$ cat src/rtl/mcu_pmu_if.sv
// Power-management request/status bundle between the 8051 core side and the PMU.
// The master drives the PCON-derived requests and wake level.
// The slave (the PMU) drives the clock-gating and status outputs.
interface mcu_pmu_if;
  logic pmuintreq;
  logic idle_req;
  logic stop_req;
  logic cpu_clk_en;
  logic per_clk_en;
  logic osc_pd;
  logic idle_mode;
  logic stop_mode;
  logic wakeup;

  modport master (
    output pmuintreq,
    output idle_req,
    output stop_req,
    input  cpu_clk_en,
    input  per_clk_en,
    input  osc_pd,
    input  idle_mode,
    input  stop_mode,
    input  wakeup
  );

  modport slave (
    input  pmuintreq,
    input  idle_req,
    input  stop_req,
    output cpu_clk_en,
    output per_clk_en,
    output osc_pd,
    output idle_mode,
    output stop_mode,
    output wakeup
  );
endinterface

$ cat src/rtl/mcu_pmu.sv
// Power-management unit for the 8051 core.
// It enters IDLE or STOP on PCON write pulses and gates the CPU and peripheral clocks.
// In STOP it also powers the oscillator down.
// On a wake request it restores the clocks, inserting an oscillator warm-up after STOP.
// A one-cycle wakeup pulse is issued on return to RUN so PCON.IDL/PD can be cleared.
// All outputs are registered and decoded from the next state, so they move on the
// same edge as the state.
module mcu_pmu #(
  parameter int unsigned WARMUP_CYCLES = 16,
  parameter int unsigned CNT_W         = 8
) (
  input logic      clk,
  input logic      rst,
  mcu_pmu_if.slave bus
);

  typedef enum logic [1:0] {
    StRun    = 2'd0,
    StIdle   = 2'd1,
    StStop   = 2'd2,
    StWarmup = 2'd3
  } state_e;

  // The counter is loaded so that it reaches zero in the last warm-up cycle.
  localparam logic [CNT_W-1:0] WarmLoad = CNT_W'(WARMUP_CYCLES - 1);

  state_e           state_q, state_d;
  logic [CNT_W-1:0] cnt_q, cnt_d;

  logic cpu_clk_en_q, cpu_clk_en_d;
  logic per_clk_en_q, per_clk_en_d;
  logic osc_pd_q,     osc_pd_d;
  logic idle_mode_q,  idle_mode_d;
  logic stop_mode_q,  stop_mode_d;
  logic wakeup_q,     wakeup_d;

  // State, counter and output registers; reset wins over everything, including warm-up.
  always_ff @(posedge clk) begin
    if (rst) begin
      state_q      <= StRun;
      cnt_q        <= '0;
      cpu_clk_en_q <= 1'b1;
      per_clk_en_q <= 1'b1;
      osc_pd_q     <= 1'b0;
      idle_mode_q  <= 1'b0;
      stop_mode_q  <= 1'b0;
      wakeup_q     <= 1'b0;
    end else begin
      state_q      <= state_d;
      cnt_q        <= cnt_d;
      cpu_clk_en_q <= cpu_clk_en_d;
      per_clk_en_q <= per_clk_en_d;
      osc_pd_q     <= osc_pd_d;
      idle_mode_q  <= idle_mode_d;
      stop_mode_q  <= stop_mode_d;
      wakeup_q     <= wakeup_d;
    end
  end

  // Next-state and warm-up counter; requests outside RUN are dropped, not queued.
  always_comb begin
    state_d = state_q;
    cnt_d   = '0;
    unique case (state_q)
      StRun: begin
        // Stop has priority over idle when both are written together.
        if (bus.stop_req) begin
          state_d = StStop;
        end else if (bus.idle_req) begin
          state_d = StIdle;
        end
      end
      StIdle: begin
        if (bus.pmuintreq) begin
          state_d = StRun;
        end
      end
      StStop: begin
        if (bus.pmuintreq) begin
          state_d = StWarmup;
          cnt_d   = WarmLoad;
        end
      end
      StWarmup: begin
        // The wake is committed; pmuintreq is no longer looked at.
        if (cnt_q == '0) begin
          state_d = StRun;
        end else begin
          cnt_d = cnt_q - CNT_W'(1);
        end
      end
      default: begin
        state_d = StRun;
      end
    endcase
  end

  // Output decode from the next state; wakeup marks the exit edge back into RUN.
  always_comb begin
    cpu_clk_en_d = 1'b1;
    per_clk_en_d = 1'b1;
    osc_pd_d     = 1'b0;
    idle_mode_d  = 1'b0;
    stop_mode_d  = 1'b0;
    wakeup_d     = 1'b0;
    unique case (state_d)
      StRun: begin
        wakeup_d = (state_q == StIdle) || (state_q == StWarmup);
      end
      StIdle: begin
        cpu_clk_en_d = 1'b0;
        idle_mode_d  = 1'b1;
      end
      StStop: begin
        cpu_clk_en_d = 1'b0;
        per_clk_en_d = 1'b0;
        osc_pd_d     = 1'b1;
        stop_mode_d  = 1'b1;
      end
      StWarmup: begin
        cpu_clk_en_d = 1'b0;
        per_clk_en_d = 1'b0;
        stop_mode_d  = 1'b1;
      end
      default: begin
        cpu_clk_en_d = 1'b1;
      end
    endcase
  end

  assign bus.cpu_clk_en = cpu_clk_en_q;
  assign bus.per_clk_en = per_clk_en_q;
  assign bus.osc_pd     = osc_pd_q;
  assign bus.idle_mode  = idle_mode_q;
  assign bus.stop_mode  = stop_mode_q;
  assign bus.wakeup     = wakeup_q;

endmodule
$ cat src/flat_wrapper.sv
// flat-port wrapper written by rule: the top's interface ports become plain ports
module mcu_pmu_flat 
#(
  parameter int unsigned WARMUP_CYCLES = 16,
  parameter int unsigned CNT_W         = 8
)
  (clk, rst, bus_pmuintreq, bus_idle_req, bus_stop_req, bus_cpu_clk_en, bus_per_clk_en, bus_osc_pd, bus_idle_mode, bus_stop_mode, bus_wakeup);
  mcu_pmu_if bus_i ();
  input logic clk;
  input logic rst;
  input wire logic [$bits(bus_i.pmuintreq)-1:0] bus_pmuintreq;
  input wire logic [$bits(bus_i.idle_req)-1:0] bus_idle_req;
  input wire logic [$bits(bus_i.stop_req)-1:0] bus_stop_req;
  output wire logic [$bits(bus_i.cpu_clk_en)-1:0] bus_cpu_clk_en;
  output wire logic [$bits(bus_i.per_clk_en)-1:0] bus_per_clk_en;
  output wire logic [$bits(bus_i.osc_pd)-1:0] bus_osc_pd;
  output wire logic [$bits(bus_i.idle_mode)-1:0] bus_idle_mode;
  output wire logic [$bits(bus_i.stop_mode)-1:0] bus_stop_mode;
  output wire logic [$bits(bus_i.wakeup)-1:0] bus_wakeup;
  assign bus_i.pmuintreq = bus_pmuintreq;
  assign bus_i.idle_req = bus_idle_req;
  assign bus_i.stop_req = bus_stop_req;
  assign bus_cpu_clk_en = bus_i.cpu_clk_en;
  assign bus_per_clk_en = bus_i.per_clk_en;
  assign bus_osc_pd = bus_i.osc_pd;
  assign bus_idle_mode = bus_i.idle_mode;
  assign bus_stop_mode = bus_i.stop_mode;
  assign bus_wakeup = bus_i.wakeup;
  mcu_pmu #(.WARMUP_CYCLES(WARMUP_CYCLES), .CNT_W(CNT_W)) u_core (.clk(clk), .rst(rst), .bus(bus_i));
endmodule
$ cat config.mk
export PLATFORM = sky130hd
export DESIGN_NAME = mcu_pmu_flat
export DESIGN_NICKNAME = d
export VERILOG_FILES = /design/src/rtl/mcu_pmu_if.sv /design/src/rtl/mcu_pmu.sv /design/src/flat_wrapper.sv
export SDC_FILE = /design/constraint.sdc
export NUM_CORES = 1
export LEC_CHECK = 0
export ABC_CLOCK_PERIOD_IN_PS = 2340
export CORE_AREA = 3 3 40 42
export DETAILED_ROUTE_END_ITERATION = 12
export DIE_AREA = 0 0 43 45
export GPL_ROUTABILITY_DRIVEN = 1
export PLACE_DENSITY_LB_ADDON = 0.3
export SYNTH_ARGS = -nofsm -noshare
export SYNTH_HDL_FRONTEND = slang
export SYNTH_SLANG_ARGS = --single-unit
$ cat constraint.sdc
create_clock -name clk -period 2.34 [get_ports clk]
set_input_delay 0.585 -clock clk [delete_from_list [all_inputs] [get_ports clk]]
set_output_delay 0.585 -clock clk [all_outputs]
set_load 0.005 [all_outputs]
-- Yosys cells after proc, flatten, opt, wreduce, memory -nomap -nowiden
Cells that the tools add are included.
Widths: inputs -> output; s select.
- register bits after elaboration: 16
- input port bits: 5
- output and inout bits: 6
- $add $sub $neg: 1
- eq/ne operators: 6
- muxes and demuxes: 14
- bitwise operators: 1
- reduce and logical (&&, ||, !) cells: 7
- operators with widths (cell ; count):
    $pmux 8 s2 ; 1
    $mux 2 ; 5
    $eq 2x2->1 const B ; 4
    $logic_not 8->1 ; 1
    $mux 8 ; 1
    $pmux 2 s4 ; 1
    $sub 8x1->8 const B ; 1
    $mux 1 ; 5
    $eq 2x1->1 const B ; 2
    $logic_not 2->1 ; 2
    $mux 4 ; 1
    $reduce_or 2->1 ; 2
    $reduce_or 3->1 ; 1
    $logic_or 1x1->1 ; 1
    $not 1->1 ; 1

-- Depth between registers and ports, before layout
- depth in word-level cells: 6
- mapped depth: 5

-- Worst setup path after synthesis
No wires, ideal clock.
- kind: register -> register
- from: register u_core.cnt_q[4]
- to: register u_core.cnt_q[6]
- library setup time: 70 ps
- data arrival time: 1427 ps
- slack: 843 ps
- stages on the path, launching flop included: 4
- path buffers: 0
- cell sequence: dfxtp_1 -> or4_4 -> or4_1 -> a21oi_1
- cells in the longest elaborated chain, start to end: 3
- elaborated cells on any way between the ends: 4
- classes of those cells: add/sub (1); mux (2); reduce/logical (1)
- ends and longest elaborated chain (what ; RTL line ; text):
    start, declared ; mcu_pmu.sv:28 ; logic [CNT_W-1:0] cnt_q, cnt_d;
    start signal, assigned ; mcu_pmu.sv:50 ; cnt_q <= cnt_d;
    $sub 8x1->8 / $logic_not 8->1 (equally long branches) ; mcu_pmu.sv:89, mcu_pmu.sv:86 ;
    $mux 8 * ; mcu_pmu.sv:86 ; if (cnt_q == '0) begin
    $pmux 8 s2 * ; mcu_pmu.sv:64 ; unique case (state_q)
Mark *: on every way between the ends. The rest lies on a longest branch, timed or not.
A chain may end at the register's enable or synchronous reset.

-- Final worst setup path
- from: register u_core.idle_mode_q, in the netlist u_core.bus.idle_mode
- to: output port bus_idle_mode
- RTL lines (what ; RTL line ; text):
    start, declared ; mcu_pmu.sv:33 ; logic idle_mode_q, idle_mode_d;
    start signal, assigned ; mcu_pmu.sv:54 ; idle_mode_q <= idle_mode_d;
    end, declared ; flat_wrapper.sv:17 ; output wire logic [$bits(bus_i.idle_mode)-1:0] bus_idle_mode;
No word-level cell between the ends.

==> flow_metrics.py <==
metrics = {
    "run_status": {
        "status": "completed",
    },
    "worst_setup_path": {
        "crit_required_ns": 1.75,
        "r2r-start": "u_core.cnt_q[0]",
        "reg2reg_depth": 5,
        "cp_max_fo": 1,
        "slowest_delay_ns": 0.50,
        "worstPathCellList": "clkdlybuf4s50_1",
        "start_kind": "flop",
        "critical_path_class": "reg -> out",
        "cp_top_family": "buffers and inverters",
        "reg2reg_to": "u_core.bus.per_clk_en",
        "cp.buffers_inverters": 1,
        "worstPathArrival_ns": 1.12,
        "critPathCaptureType": "output port",
        "rrSetupSlack_ns": 0.76,
        "cpMaxStageDelayCell": "clkdlybuf4s50_1",
    },
    "route": {
        "drtAntennaViolNets": 0,
        "viasPerCell": 5.35,
        "dr_total_vias": 514,
        "wirelength_um": 1260,
        "drt_pass1_iterations": 4,
        "drt_iter0_markers": 12,
        "drc_errors": 0,
        "avgRoutedWirePerCell_um": 13.1,
    },
    "clocking": {
        "cts_resized": 0,
        "cts_setup_buffers": 0,
        "cts_root_buf": "clkbuf_4",
        "clock_latency_ns": 0.28,
        "clk_pin_slew_ns": 0.09,
        "clock_sinks": 16,
        "postCtsHoldBufs": 0,
        "cts_made_buffers": 3,
        "h-tree-depth": 1,
        "cts_buffer_depth": 2,
        "cts_tree": "done",
    },
    "sta": {
        "fin_crit_sh": 0.730,
        "hold_viol": 0,
        "drv_slew": 0,
        "setup_slack_ns": 0.632,
        "fin_crit_ns": 1.71,
        "tightest_slew_ns": 0.617,
        "relSlewSlack": 0.585,
        "skew_ns": 0.000965,
        "hold_slack_ns": 0.496,
        "grt_setup_unrepaired": "no",
        "timing.setup.tns_ns": 0,
        "clock.fmax_ghz": 0.585,
        "finalSetupViolCount": 0,
    },
    "synthesis": {
        "synthTopCellsByArea": "dfxtp_1, o21ai_0, xnor2_1",
        "syn_nets": 74,
        "yosysTopAreaCellShare": 0.494,
        "yosys.area.top_type": "dfxtp_1",
        "ys_ff_latch": 16,
        "yosysSeqAreaShare": 0.494,
        "yosysMostFrequentCell": "dfxtp_1",
        "yosysWarnings": 0,
        "synth_area_um2": 648,
        "synthArstFlopShare": 0,
        "syn_inst": 67,
        "postSynthAreaPerCell_um2": 9.67,
        "synth_edf_count": 0,
        "synth_cell_type_count": 27,
        "synth_commonest_cells": "dfxtp_1, o21ai_0, a21oi_1, nor3_1, inv_1",
        "synth_ff_type": "dfxtp_1",
    },
    "floorplan": {
        "rows": 13,
        "die_h_um": 45,
        "ioPinCount": 11,
        "coreArea_um2": 1280,
        "initial_utilization": 0.504,
        "dieArea_um2": 1940,
        "chipWidth_um": 43,
    },
    "placed_design": {
        "placed_cell_area_um2": 767,
        "dp.final_hpwl_um": 936,
        "place.port_buffers": 10,
        "pre_cts_ws_ns": 0.332,
        "place_congestion": 0.781,
    },
    "min_path": {
        "min_to": "u_core.cnt_q[7]",
        "min_path_type": "reg -> reg",
        "min_path_cells": 2,
        "hp-start": "u_core.cnt_q[7]",
    },
    "global_route": {
        "grt_max_degree": 10,
        "use_met1": 0.173,
        "antenna_found_initial": 0,
        "use_met3": 0.0717,
        "grt_pass1_wl_um": 2020,
        "use_met2": 0.228,
        "grt-ovfl-total": 0,
        "busiest_layer": "met2",
        "grtUsageTotal": 0.145,
        "grt_pass1_vias": 489,
    },
    "pwr": {
        "leakage_nw": 0.315,
        "p_per_area_nw_per_um2": 752,
        "vdd_drop_max_mv": 0.488,
    },
    "layout": {
        "drive_gt1_frac": 0.0864,
        "fillCellCount": 106,
        "final_util": 0.625,
        "area_growth_pct": 23.9,
        "nets": 89,
        "postLayoutCellArea_um2": 803,
        "n_antenna_cell": 0,
    },
    "run": {
        "max_cap_viol_count": 0,
    },
}
-- cell usage in the layout (no fill, tap or decap), types with 2 or more instances in the layout --
master           synthesis  final
a21oi_1                  5      5
nor3b_1                  2      2
or4_1                    2      2
nor3_1                   5      5
xnor2_1                  3      3
inv_1                    4      4
clkbuf_4                 0      3
nand2b_1                 2      2
nor2b_1                  2      2
dfxtp_1                 16     16
nor2_1                   2      2
ha_1                     2      2
o21ai_0                  6      6
nand3b_1                 2      2
clkdlybuf4s50_1          0     10
-- final cells by class --
class	instances	area [µm²]	share of cell area
clock buffers	4	36.3	0.0452
flip-flops and latches	16	320	0.399
well taps	15	18.8	0.0234
inverters	4	15.0	0.0187
repair buffers	10	100	0.125
multi-input cells	47	313	0.389
-- state kept, by name (all words and copies together) (netlist names) --
register / cells
u_core.bus.cpu_clk_en: 1
u_core.bus.idle_mode: 1
u_core.bus.osc_pd: 1
u_core.bus.per_clk_en: 1
u_core.bus.stop_mode: 1
u_core.bus.wakeup: 1
u_core.cnt_q: 8
u_core.state_q: 2
-- through the flow --
step,total power [mW],instances
floorplan,0.381,67
global placement,0.428,92
detailed placement,0.432,92
CTS,0.611,96
global route,0.636,96
finish,0.604,96
-- routing by layer --
metal  share of wire  wire (µm)  vias up
li1                -          -      273
met1            0.51        637      230
met2            0.44        554        9
met3           0.046         58        2
met4          0.0064          8        0
met5               0          0        -
-- cells by family after synthesis --
group                      share of synthesized area
AOI/OAI and AO/OA                              0.174
xor gates and xnor gates                      0.0405
adders and majority gates                     0.0386
buffers and inverters                         0.0232
DFF                                            0.494
and+or+nand+nor                                0.230
-- where the power goes --
part | leakage (nW) | switching [mW] | total, mW | internal [mW]
Sequential | 0.131 | 0.0182 | 0.313 | 0.295
Clock | 0.0210 | 0.0823 | 0.177 | 0.0948
Combinational | 0.163 | 0.0476 | 0.113 | 0.0657
Total | 0.315 | 0.148 | 0.604 | 0.456
-- worst max-delay path by stage --
stage / cells after the start / to / start / slack (ns)
floorplan: 3 / u_core.cnt_q[6] / u_core.cnt_q[4] / 0.84
global placement: 4 / u_core.bus.idle_mode / bus_stop_req / 0.42
detailed placement: 4 / u_core.bus.idle_mode / bus_stop_req / 0.33
CTS: 1 / bus_idle_mode / u_core.bus.idle_mode / 0.62
global route: 4 / u_core.bus.idle_mode / bus_stop_req / 0.56
finish: 1 / bus_idle_mode / u_core.bus.idle_mode / 0.63
No activity file was read; power rests on OpenSTA's default activity.
